File: src/rtl/seg7_scan_decoder.sv
// seg7_scan_decoder: rebuilds four BCD digits from a scanned, active-low 7-segment bus.
// Optional watchdog that drops the valid flags when scanning stops: define SEG7_TIMEOUT_EN.
module seg7_scan_decoder #(
   parameter int STABLE_CYC  = 4,
   parameter int TIMEOUT_CYC = 1000000
) (
   input  logic       clk,
   input  logic       rst,
   input  logic [6:0] iSEG7,
   input  logic [3:0] iDIG_SEL,
   output logic [3:0] oDIG0,
   output logic [3:0] oDIG1,
   output logic [3:0] oDIG2,
   output logic [3:0] oDIG3,
   output logic [3:0] oDIG_VLD,
   output logic       oFRAME,
   output logic       oERR_PAT,
   output logic       oERR_SEL
);
   typedef enum logic [1:0] {IDLE, COUNT, HELD} state_t;
   state_t     state, state_nx;
   logic [7:0] stab_cnt, cnt_nx;
   logic [3:0] prev_sel, seen, seen_nx, vld_nx, glyph;
   logic [6:0] prev_seg;
   logic [1:0] idx;
   logic       one_hot, multi, match, capture, legal, timeout;

   always_comb begin
      one_hot = iDIG_SEL != 4'd0 && (iDIG_SEL & (iDIG_SEL - 4'd1)) == 4'd0;
      multi   = iDIG_SEL != 4'd0 && !one_hot;
      match   = one_hot && iDIG_SEL == prev_sel && iSEG7 == prev_seg;
      idx     = iDIG_SEL[1] ? 2'd1 : iDIG_SEL[2] ? 2'd2 : iDIG_SEL[3] ? 2'd3 : 2'd0;
   end

   always_comb begin
      legal = 1'b1;
      case (iSEG7)
         7'h40:   glyph = 4'd0;
         7'h79:   glyph = 4'd1;
         7'h24:   glyph = 4'd2;
         7'h30:   glyph = 4'd3;
         7'h19:   glyph = 4'd4;
         7'h12:   glyph = 4'd5;
         7'h02:   glyph = 4'd6;
         7'h78:   glyph = 4'd7;
         7'h00:   glyph = 4'd8;
         7'h10:   glyph = 4'd9;
         7'h7F:   glyph = 4'hF;
         default: begin
            glyph = 4'h0;
            legal = 1'b0;
         end
      endcase
   end

   // HELD blocks re-capture until the pair changes; any mismatch falls back to IDLE
   always_comb begin
      state_nx = IDLE;
      cnt_nx   = 8'd0;
      capture  = 1'b0;
      if (match) begin
         if (state == HELD)
            state_nx = HELD;
         else if (stab_cnt == 8'(STABLE_CYC - 1)) begin
            capture  = 1'b1;
            state_nx = HELD;
         end else begin
            cnt_nx   = stab_cnt + 8'd1;
            state_nx = COUNT;
         end
      end
   end

   always_ff @(posedge clk) begin
      if (rst) begin
         state    <= IDLE;
         stab_cnt <= 8'd0;
      end else begin
         state    <= state_nx;
         stab_cnt <= cnt_nx;
      end
   end

`ifdef SEG7_TIMEOUT_EN
   localparam int TW = $clog2(TIMEOUT_CYC + 1);
   logic [TW-1:0] to_cnt;
   always_ff @(posedge clk) begin
      if (rst || capture)
         to_cnt <= '0;
      else if (to_cnt != TW'(TIMEOUT_CYC))
         to_cnt <= to_cnt + TW'(1);
   end
   assign timeout = !capture && to_cnt == TW'(TIMEOUT_CYC - 1);
`else
   assign timeout = TIMEOUT_CYC < 1;
`endif

   always_comb begin
      vld_nx  = oDIG_VLD;
      seen_nx = seen;
      if (capture) begin
         vld_nx[idx] = legal;
         if (legal)
            seen_nx = (seen | iDIG_SEL) == 4'hF ? 4'h0 : seen | iDIG_SEL;
      end
      if (timeout) begin
         vld_nx  = 4'h0;
         seen_nx = 4'h0;
      end
   end

   always_ff @(posedge clk) begin
      if (rst) begin
         prev_sel <= 4'd0;
         prev_seg <= 7'h7F;
         seen     <= 4'd0;
         oDIG_VLD <= 4'd0;
         oDIG0    <= 4'd0;
         oDIG1    <= 4'd0;
         oDIG2    <= 4'd0;
         oDIG3    <= 4'd0;
         oFRAME   <= 1'b0;
         oERR_PAT <= 1'b0;
         oERR_SEL <= 1'b0;
      end else begin
         prev_sel <= iDIG_SEL;
         prev_seg <= iSEG7;
         seen     <= seen_nx;
         oDIG_VLD <= vld_nx;
         oFRAME   <= capture && legal && (seen | iDIG_SEL) == 4'hF;
         oERR_PAT <= capture && !legal;
         oERR_SEL <= multi || timeout;
         if (capture && legal)
            case (idx)
               2'd0:    oDIG0 <= glyph;
               2'd1:    oDIG1 <= glyph;
               2'd2:    oDIG2 <= glyph;
               default: oDIG3 <= glyph;
            endcase
      end
   end
endmodule

File: config.mk
export PLATFORM = sky130hd
export DESIGN_NAME = seg7_scan_decoder
export DESIGN_NICKNAME = d
export VERILOG_FILES = /design/src/rtl/seg7_scan_decoder.sv
export SDC_FILE = /design/constraint.sdc
export NUM_CORES = 1
export LEC_CHECK = 0
export CAP_MARGIN = 20
export CORE_ASPECT_RATIO = 1.4
export CORE_MARGIN = 3
export CORE_UTILIZATION = 40
export CTS_CLUSTER_SIZE = 28
export DETAILED_ROUTE_END_ITERATION = 7
export PLACE_DENSITY = 0.58
export SYNTH_ARGS = -nofsm -noshare
export SYNTH_HDL_FRONTEND = slang
export SYNTH_SLANG_ARGS = --single-unit
File: constraint.sdc
create_clock -name clk -period 2.1 [get_ports clk]
set_clock_uncertainty 0.1 [all_clocks]
set_input_delay 0.21 -clock clk [delete_from_list [all_inputs] [get_ports clk]]
set_output_delay 0.21 -clock clk [all_outputs]
set_load 0.05 [all_outputs]
# Yosys cells after proc, flatten, opt, wreduce, memory -nomap -nowiden
# Cells that the tools add are included.
# op_classes
magnitude_cmp	2
bitwise_logic	4
n_reduce_logical	24
addsub	2
n_eq_ne	17
n_mux	14
# ops
operator	n
one-hot mux 4 bit (10 select lines)	1
equality test 7 bit, second input constant	4
equality test 7 x 5 -> 1 bit, second input constant	3
equality test 7 x 6 -> 1 bit, second input constant	2
OR reduction 11 bit	1
2-to-1 mux 2 bit	5
AND reduction 2 bit	5
adder 8 x 1 -> 8 bit, second input constant	1
equality test 8 x 2 -> 1 bit, second input constant	1
logical AND 1 bit	8
equality test 7 x 2 -> 1 bit, second input constant	1
equality test 7 bit	1
zero test 7 bit	1
OR reduction 3 bit	2
2-to-1 mux 1 bit	5
bitwise AND 4 bit	1
bitwise mux 4 bit	1
equality test 2 bit, second input constant	2
equality test 4 bit	1
equality test 4 bit, second input constant	1
zero test 4 bit	1
2-to-1 mux 4 bit	1
OR 4 bit	1
nonzero test 4 bit	1
other kinds (10)	12
# totals
input_bits	13
word_cells	77
register_bits	48

# Depth between registers and ports, before layout
# Gate-level depths: netlist of the first run.
# depth
ltp_word	9
depth_mapped	7
mapped_depth_nobuf	5

# Worst setup path after synthesis of the first run
# No wires, ideal clock.
# synth_timing
path_kind	flip-flop to flip-flop
start	register stab_cnt[5]
end	register oDIG2[3]
stages_incl_launch_ff	7
setup_slack_ns	0.275
arrival_ns	1.611
setup_ns	0.114
required_ns	1.886
cell_sequence	dfxtp_1 nor4_2 nand3_1 and4bb_4 buf_6 nand4_4 a21o_1
# synth_via
elab_chain_cells	6
# synth_lines
element	line	text
start, declared	22	logic [7:0] stab_cnt, cnt_nx;
start signal, assigned	80	stab_cnt <= cnt_nx;
equality test 8 x 2 -> 1 bit	64	else if (stab_cnt == 8'(STABLE_CYC - 1)) begin
2-to-1 mux 1 bit	64	
2-to-1 mux 1 bit	62	if (state == HELD)
2-to-1 mux 1 bit	61	if (match) begin
logical AND 1 bit	133	if (capture && legal)
AND reduction 2 bit (no line)	-	
end signal, assigned	137	2'd2: oDIG2 <= glyph;
end, declared	13	output logic [3:0] oDIG2,
# Every way passes these cells.
# A chain may end at the register's enable or synchronous reset.

# Worst setup path in the final report of the first run
# layout_timing
start	register stab_cnt[5]
end	register seen[2]
# layout_via
elab_chain_cells	5
# layout_lines
element	line	text
equality test 8 x 2 -> 1 bit	64	
2-to-1 mux 1 bit	64	
2-to-1 mux 1 bit	62	
2-to-1 mux 1 bit	61	
AND reduction 2 bit (no line)	-	
end signal, assigned	128	seen <= seen_nx;
end, declared	23	logic [3:0] prev_sel, seen, seen_nx, vld_nx, glyph;
# Every way passes these cells.

==> impl_metrics.tcl, run 1 <==
set metrics [dict create \
    fmax_mhz 510.7 \
    layout-drive-gt1-share_pct 21.31 \
    setup_tns_ns 0 \
    swShare_pct 21.82 \
    die-area_um2 6641 \
    clockRootBuffer "clkbuf_8" \
    die_h_um 95.23 \
    yosysMostFrequentCell "dfxtp_1" \
    preCtsSetupSlack_ns -0.3070 \
    finalSetupViolCount 0 \
    place_congestion 0.8270 \
    r2r_cells 6 \
    grt_pass1_wl_um 8466 \
    cts_buffers 5 \
    relSlewSlack_pct 65.88 \
    drc 0 \
    track_usage_pct 15.95 \
    core_area_um2 5353 \
    synth-seq-cells 48 \
    synth_cells 240 \
    synth_edf_count 0 \
    p_comb_share_pct 10.8 \
    clkPwrFrac_pct 39.0 \
    dp_hpwl_um 3745 \
    grt_pass1_vias 1836 \
    stdcell_count 371 \
    dr.pass1.iters 4 \
    ios 36 \
    synthTopCellsByArea "dfxtp_1 42%, mux2i_1 6.2%, xnor2_1 5.4%, nand2b_1 5.0%, nor2_1 3.3%" \
    hp-class "primary input to flop" \
    synth_top_cell_by_area "dfxtp_1" \
    outcome "finished, final reports clean" \
    clkTransAtPathRegs_ns 0.09 \
    timing.rr.end "seen[2]" \
    synth_area_per_cell_um2 9.478 \
    detail_route.wl_per_cell_um 13.37 \
    timing.final.crit_period_ns 1.958 \
    clockBufferDepth 2 \
    critPathCaptureType "flop" \
    dpl.cell_count 363 \
    hold_viol_final 0 \
    via_per_inst 5.049 \
    rsz0062_at_grt "yes" \
    power_frac_seq_pct 50.2 \
    synthArstFlopShare_pct 0 \
    final_antenna_net_count 0 \
    netlist.area_leader.share_pct 42.24 \
    numClockSinks 48 \
    syn_nets 254 \
    grt_max_degree 26 \
    crit_type "flop to flop" \
    cts_tree "done" \
    reg2reg_from "stab_cnt[5]" \
    grt-ovfl-total 0 \
    antenna_found_initial 0 \
    cellPowerDensity_nw_per_um2 602.4 \
    postPlaceCellArea_um2 2915 \
    initial_core_util_pct 42.50 \
    io_buffer_count 35 \
    synth_cell_types 43 \
    drv_slew 0 \
    ys.warnings.count 0 \
    endpoint "seen[2]" \
    cts_max_level 2 \
    p_leak_nw 1.296 \
    synth_top_flop_cell "dfxtp_1" \
    rows 31 \
    routed_wl_um 4960 \
    num_antenna_cells 0 \
    finish.net_count 318 \
    setup_ws_ns 0.1418 \
    post-route-cell-area_um2 3068 \
    clkLatencyLatePin_ns 0.30 \
    tightestPinTransition_ns 0.5101 \
    p_sw_mw 0.4033 \
    worst_setup_path_startpoint "stab_cnt[5]" \
    first_iter_violations 100 \
    vias 1873 \
    seq_area_frac_synth_pct 42.24 \
    required_ns 2.19 \
    ys_top_cells_by_count "48 x dfxtp_1, 20 x nor2_1, 18 x nand2b_1, 14 x mux2i_1, 14 x xnor2_1" \
    hold_slack_ns 0.2225 \
    p_int_mw 1.445 \
    area_growth_pct 34.87 \
    synth_area_um2 2275 \
    worstSetupStartpointType "flop" \
    worst_ir_drop_vdd_mv 0.3527 \
    dieWidth_um 69.74 \
    r2r_slack_ns 0.14 \
    fin_crit_sh_pct 93.25 \
    worstPathMaxFanout 8 \
    drv_cap 0 \
    crit_arrival_ns 2.05 \
]
[per-stage QoR]
stage,total power [mW],util [%]
3_3_place_gp,1.147,54.46
5_1_grt,1.925,57.32
3_5_place_dp,1.147,54.46
6_report,1.848,57.32
4_1_cts,1.871,56.83
2_1_floorplan,1.058,-
[cells by family after synthesis]
kind of cell               count (synthesis)  synth area share [%]
DFF                                       48                 42.24
muxes                                     14                 6.160
adders and majority gates                  1                0.5500
and+or+nand+nor                          106                 29.92
AOI/OAI and AO/OA                         30                 8.911
buffers and inverters                     23                 5.281
xor gates and xnor gates                  18                 6.931
[flip-flops by register name, summed over array words and instances, names as in the netlist, 2 cells and up]
| signal | cells |
|---|---|
| prev_sel | 4 |
| oDIG0 | 4 |
| seen | 4 |
| stab_cnt | 8 |
| prev_seg | 7 |
| oDIG_VLD | 4 |
| oDIG2 | 4 |
| state | 2 |
| oDIG1 | 4 |
| oDIG3 | 4 |
[how the worst min path moves through the flow]
stage                 from           to  cells past startpoint
3_5_place_dp       seen[1]      seen[1]                      2
6_report       iDIG_SEL[1]  prev_sel[1]                      2
5_1_grt        iDIG_SEL[1]  prev_sel[1]                      2
4_1_cts            seen[1]      seen[1]                      2
3_3_place_gp   stab_cnt[0]  stab_cnt[0]                      1
2_1_floorplan     iSEG7[0]  prev_seg[0]                      1
[layout by cell type, fill, tap and decap left out, drive strengths merged, types with 2 or more instances in the layout]
cell and instances:
dfxtp 48, buf 37, clkdlybuf4s50 30, nor2 20
nand2b 18, xnor2 14, mux2i 14, nor2b 10
nor3 10, nand4 10, nand2 9, or2 8
inv 8, clkbuf 7, o21ai 7, a21o 6
nand3 6, a21oi 6, and4 5, dlymetal6s2s 5
xor2 4, nor4 3, and3 2, a22oi 2
a311o 2, o22ai 2
[layer usage]
| layer | part of all wire (%) | vias up | wire length, µm | track usage [%] |
|---|---|---|---|---|
| li1 | - | 957 | - | - |
| met1 | 43 | 875 | 2147 | 19.23 |
| met2 | 52 | 30 | 2593 | 28.18 |
| met3 | 2.1 | 11 | 105 | 2.532 |
| met4 | 2.3 | 0 | 113 | 6.869 |
| met5 | 0 | - | 0 | 0 |
[worst max-delay path, stage by stage, from the launching register on]
cell	delay [ns]
dfxtp_1	0.35
nor4_2	0.29
nand3_1	0.20
and4bb_4	0.45
buf_4	0.16
a41o_1	0.25
a21oi_1	0.06
[final cells by class]
class	count	area [µm²]
fillers	494	2285
multi-input cells	169	1215
flip-flops and latches	48	960.9
repair buffers	72	653.1
clock buffers	7	96.34
well taps	66	82.58
clock inverters	1	30.03
inverters	8	30.03
[power by group through the flow]
stage	Sequential [mW]	Clock, mW	Combinational [mW]
3_5_place_dp	0.949	0	0.199
6_report	0.927	0.721	0.200
2_1_floorplan	0.954	0	0.105
5_1_grt	0.929	0.776	0.219
4_1_cts	0.927	0.743	0.200
3_3_place_gp	0.949	0	0.198
[timing repair]
item,in CTS,in global routing
hold buffers,0,0
setup buffers,0,0
gates resized for setup,0,7
endpoints found under the setup margin,0,23
Power figures use the tool's default switching activity.
==> run 2, diff against run 1 <==
--- a/config.mk
+++ b/config.mk
@@ -11,7 +11,7 @@
 export CORE_UTILIZATION = 40
 export CTS_CLUSTER_SIZE = 28
 export DETAILED_ROUTE_END_ITERATION = 7
-export PLACE_DENSITY = 0.58
+export RECOVER_POWER = 50
 export SYNTH_ARGS = -nofsm -noshare
 export SYNTH_HDL_FRONTEND = slang
 export SYNTH_SLANG_ARGS = --single-unit
==> run 2 against run 1 <==
Against the previous run:
- setup slack better by 0.0054 ns
- register-to-register slack about the same
- sequential share of layout area up 0.51 points
- non-clock buffer count is 1 lower
- clock power is 20% lower
- sequential power about the same
- sequential cell count stayed put
- global-route usage shrank 0.33 points
==> impl_metrics.tcl, run 2 (synthesized netlist as in run 1, its figures left out) <==
set metrics [dict create \
    worst_ir_drop_vdd_mv 0.3141 \
    finalSetupViolCount 0 \
    cts_buffers 5 \
    numClockSinks 48 \
    power_frac_seq_pct 54.6 \
    clkPwrFrac_pct 34.0 \
    holdPathStages 2 \
    die_h_um 95.23 \
    antenna_found_initial 0 \
    hp-class "primary input to flop" \
    routed_wl_um 4933 \
    dr.pass1.iters 4 \
    r2r_cells 5 \
    cellPowerDensity_nw_per_um2 562.3 \
    crit_arrival_ns 2.09 \
    seq_area_um2 960.9 \
    first_iter_violations 114 \
    drv_cap 0 \
    place_congestion 0.7776 \
    critPathCaptureType "flop" \
    crit_cells 7 \
    via_per_inst 5.032 \
    vias 1862 \
    fin_crit_sh_pct 92.99 \
    required_ns 2.24 \
    clockRootBuffer "clkbuf_8" \
    grt_pass1_vias 1801 \
    grt-ovfl-total 0 \
    core_area_um2 5353 \
    final_antenna_net_count 0 \
    timing.final.crit_period_ns 1.953 \
    crit_type "primary input to flop" \
    top_register "stab_cnt" \
    fmax_mhz 512.1 \
    cts_max_level 2 \
    track_usage_pct 15.62 \
    multi_input_area_um2 1210 \
    io_buffer_count 35 \
    detail_route.wl_per_cell_um 13.33 \
    crit_slowest_cell "clkdlybuf4s50_1" \
    hold_end "prev_sel[3]" \
    initial_core_util_pct 42.50 \
    dieWidth_um 69.74 \
    worstSetupStartpointType "primary input" \
    die-area_um2 6641 \
    r2r_slack_ns 0.15 \
    p_int_mw 1.287 \
    hold_viol_final 0 \
    area_growth_pct 32.73 \
    p_sw_mw 0.4105 \
    cts_tree "done" \
    p_leak_nw 1.338 \
    rows 31 \
    timing.rr.end "oDIG0[1]" \
    outcome "finished, final reports clean" \
    critPathMaxStageDelay_ns 0.62 \
    path_cells "clkdlybuf4s50_1, xnor2_1, nand4_2, nor3_4, buf_12, and4_2, mux2i_1" \
    dp_hpwl_um 3582 \
    final_common_cell "dfxtp_1" \
    clockBufferDepth 2 \
    clkLatencyLatePin_ns 0.30 \
    post-route-cell-area_um2 3019 \
    layout_common_cells "48 x dfxtp_1, 32 x buf_4, 24 x dlygate4sd3_1" \
    swShare_pct 24.18 \
    drv_slew 0 \
    postPlaceCellArea_um2 2893 \
    reg2reg_from "stab_cnt[5]" \
    finish.net_count 317 \
    setup_tns_ns 0 \
    largest_reg_flops 8 \
    reg_top3 "stab_cnt (8), prev_seg (7)" \
    fill_cells 515 \
    clkTransAtPathRegs_ns 0.09 \
    relSlewSlack_pct 26.32 \
    grt_pass1_wl_um 8349 \
    grt_max_degree 32 \
    p_comb_share_pct 11.3 \
    min_from "iDIG_SEL[3]" \
    tightestPinTransition_ns 1.105 \
    crit_family "buffers and inverters" \
    worstPathMaxFanout 10 \
    ios 36 \
    layout-drive-gt1-share_pct 20.07 \
    critPathBufInv 2 \
    num_antenna_cells 0 \
    drc 0 \
]
run 2: repair_timing:
action,CTS,global route
gates resized for setup,0,8
setup buffers,0,2
hold buffers,0,0
endpoints found under the setup margin,0,30
run 2: per-layer routing:
metal	vias to the layer above	global-route usage [%]	part of all wire, %
li1	952	-	-
met1	877	18.97	45
met2	26	27.31	51
met3	7	2.848	2.6
met4	0	6.390	1.6
met5	-	0	0
run 2: how the worst max path moves through the flow:
stage / from / endpoint / slack [ns]
after floorplan: stab_cnt[5] / oDIG2[3] / 0.28
after global placement: iDIG_SEL[3] / oDIG0[1] / -0.29
after detailed placement: iSEG7[2] / oDIG0[0] / -0.32
after CTS: iSEG7[2] / oDIG0[1] / 0.01
after global routing: stab_cnt[5] / oDIG0[0] / -0.0003
final: iSEG7[6] / oDIG0[1] / 0.15
run 2: layout make-up:
type	count	area share [%]
multi-input combinational	169	40.07
sequential	48	31.83
timing repair buffer	71	21.26
clock buffer	7	2.860
tap	66	2.735
inverter	8	0.9946
clock inverter	1	0.2487
run 2: worst register-to-register path: stages, from the launching register on:
cell and delay, ns:
dfxtp_1 0.35, nor4_2 0.29, nand3_1 0.14, and4bb_4 0.49, and4_2 0.32, mux2i_1 0.19
run 2: metrics by stage:
step | setup slack [ns] | util [%] | hold slack (ns) | cells | total power, mW
2_1_floorplan | 0.2753 | - | 0.2166 | 240 | 1.058
3_3_place_gp | -0.2931 | 54.04 | 0.3329 | 360 | 1.143
3_5_place_dp | -0.3193 | 54.04 | 0.3403 | 360 | 1.143
4_1_cts | 0.01457 | 55.80 | 0.3549 | 368 | 1.724
5_1_grt | -0.0002818 | 56.40 | 0.2750 | 370 | 1.776
6_report | 0.1472 | 56.40 | 0.2777 | 370 | 1.698
run 2: power groups by stage:
| stage | combinational [mW] | clock [mW] | sequential, mW |
|---|---|---|---|
| floorplan | 0.105 | 0 | 0.954 |
| global placement | 0.194 | 0 | 0.949 |
| detailed placement | 0.193 | 0 | 0.949 |
| CTS | 0.194 | 0.601 | 0.928 |
| global route | 0.210 | 0.637 | 0.930 |
| finish | 0.192 | 0.578 | 0.928 |
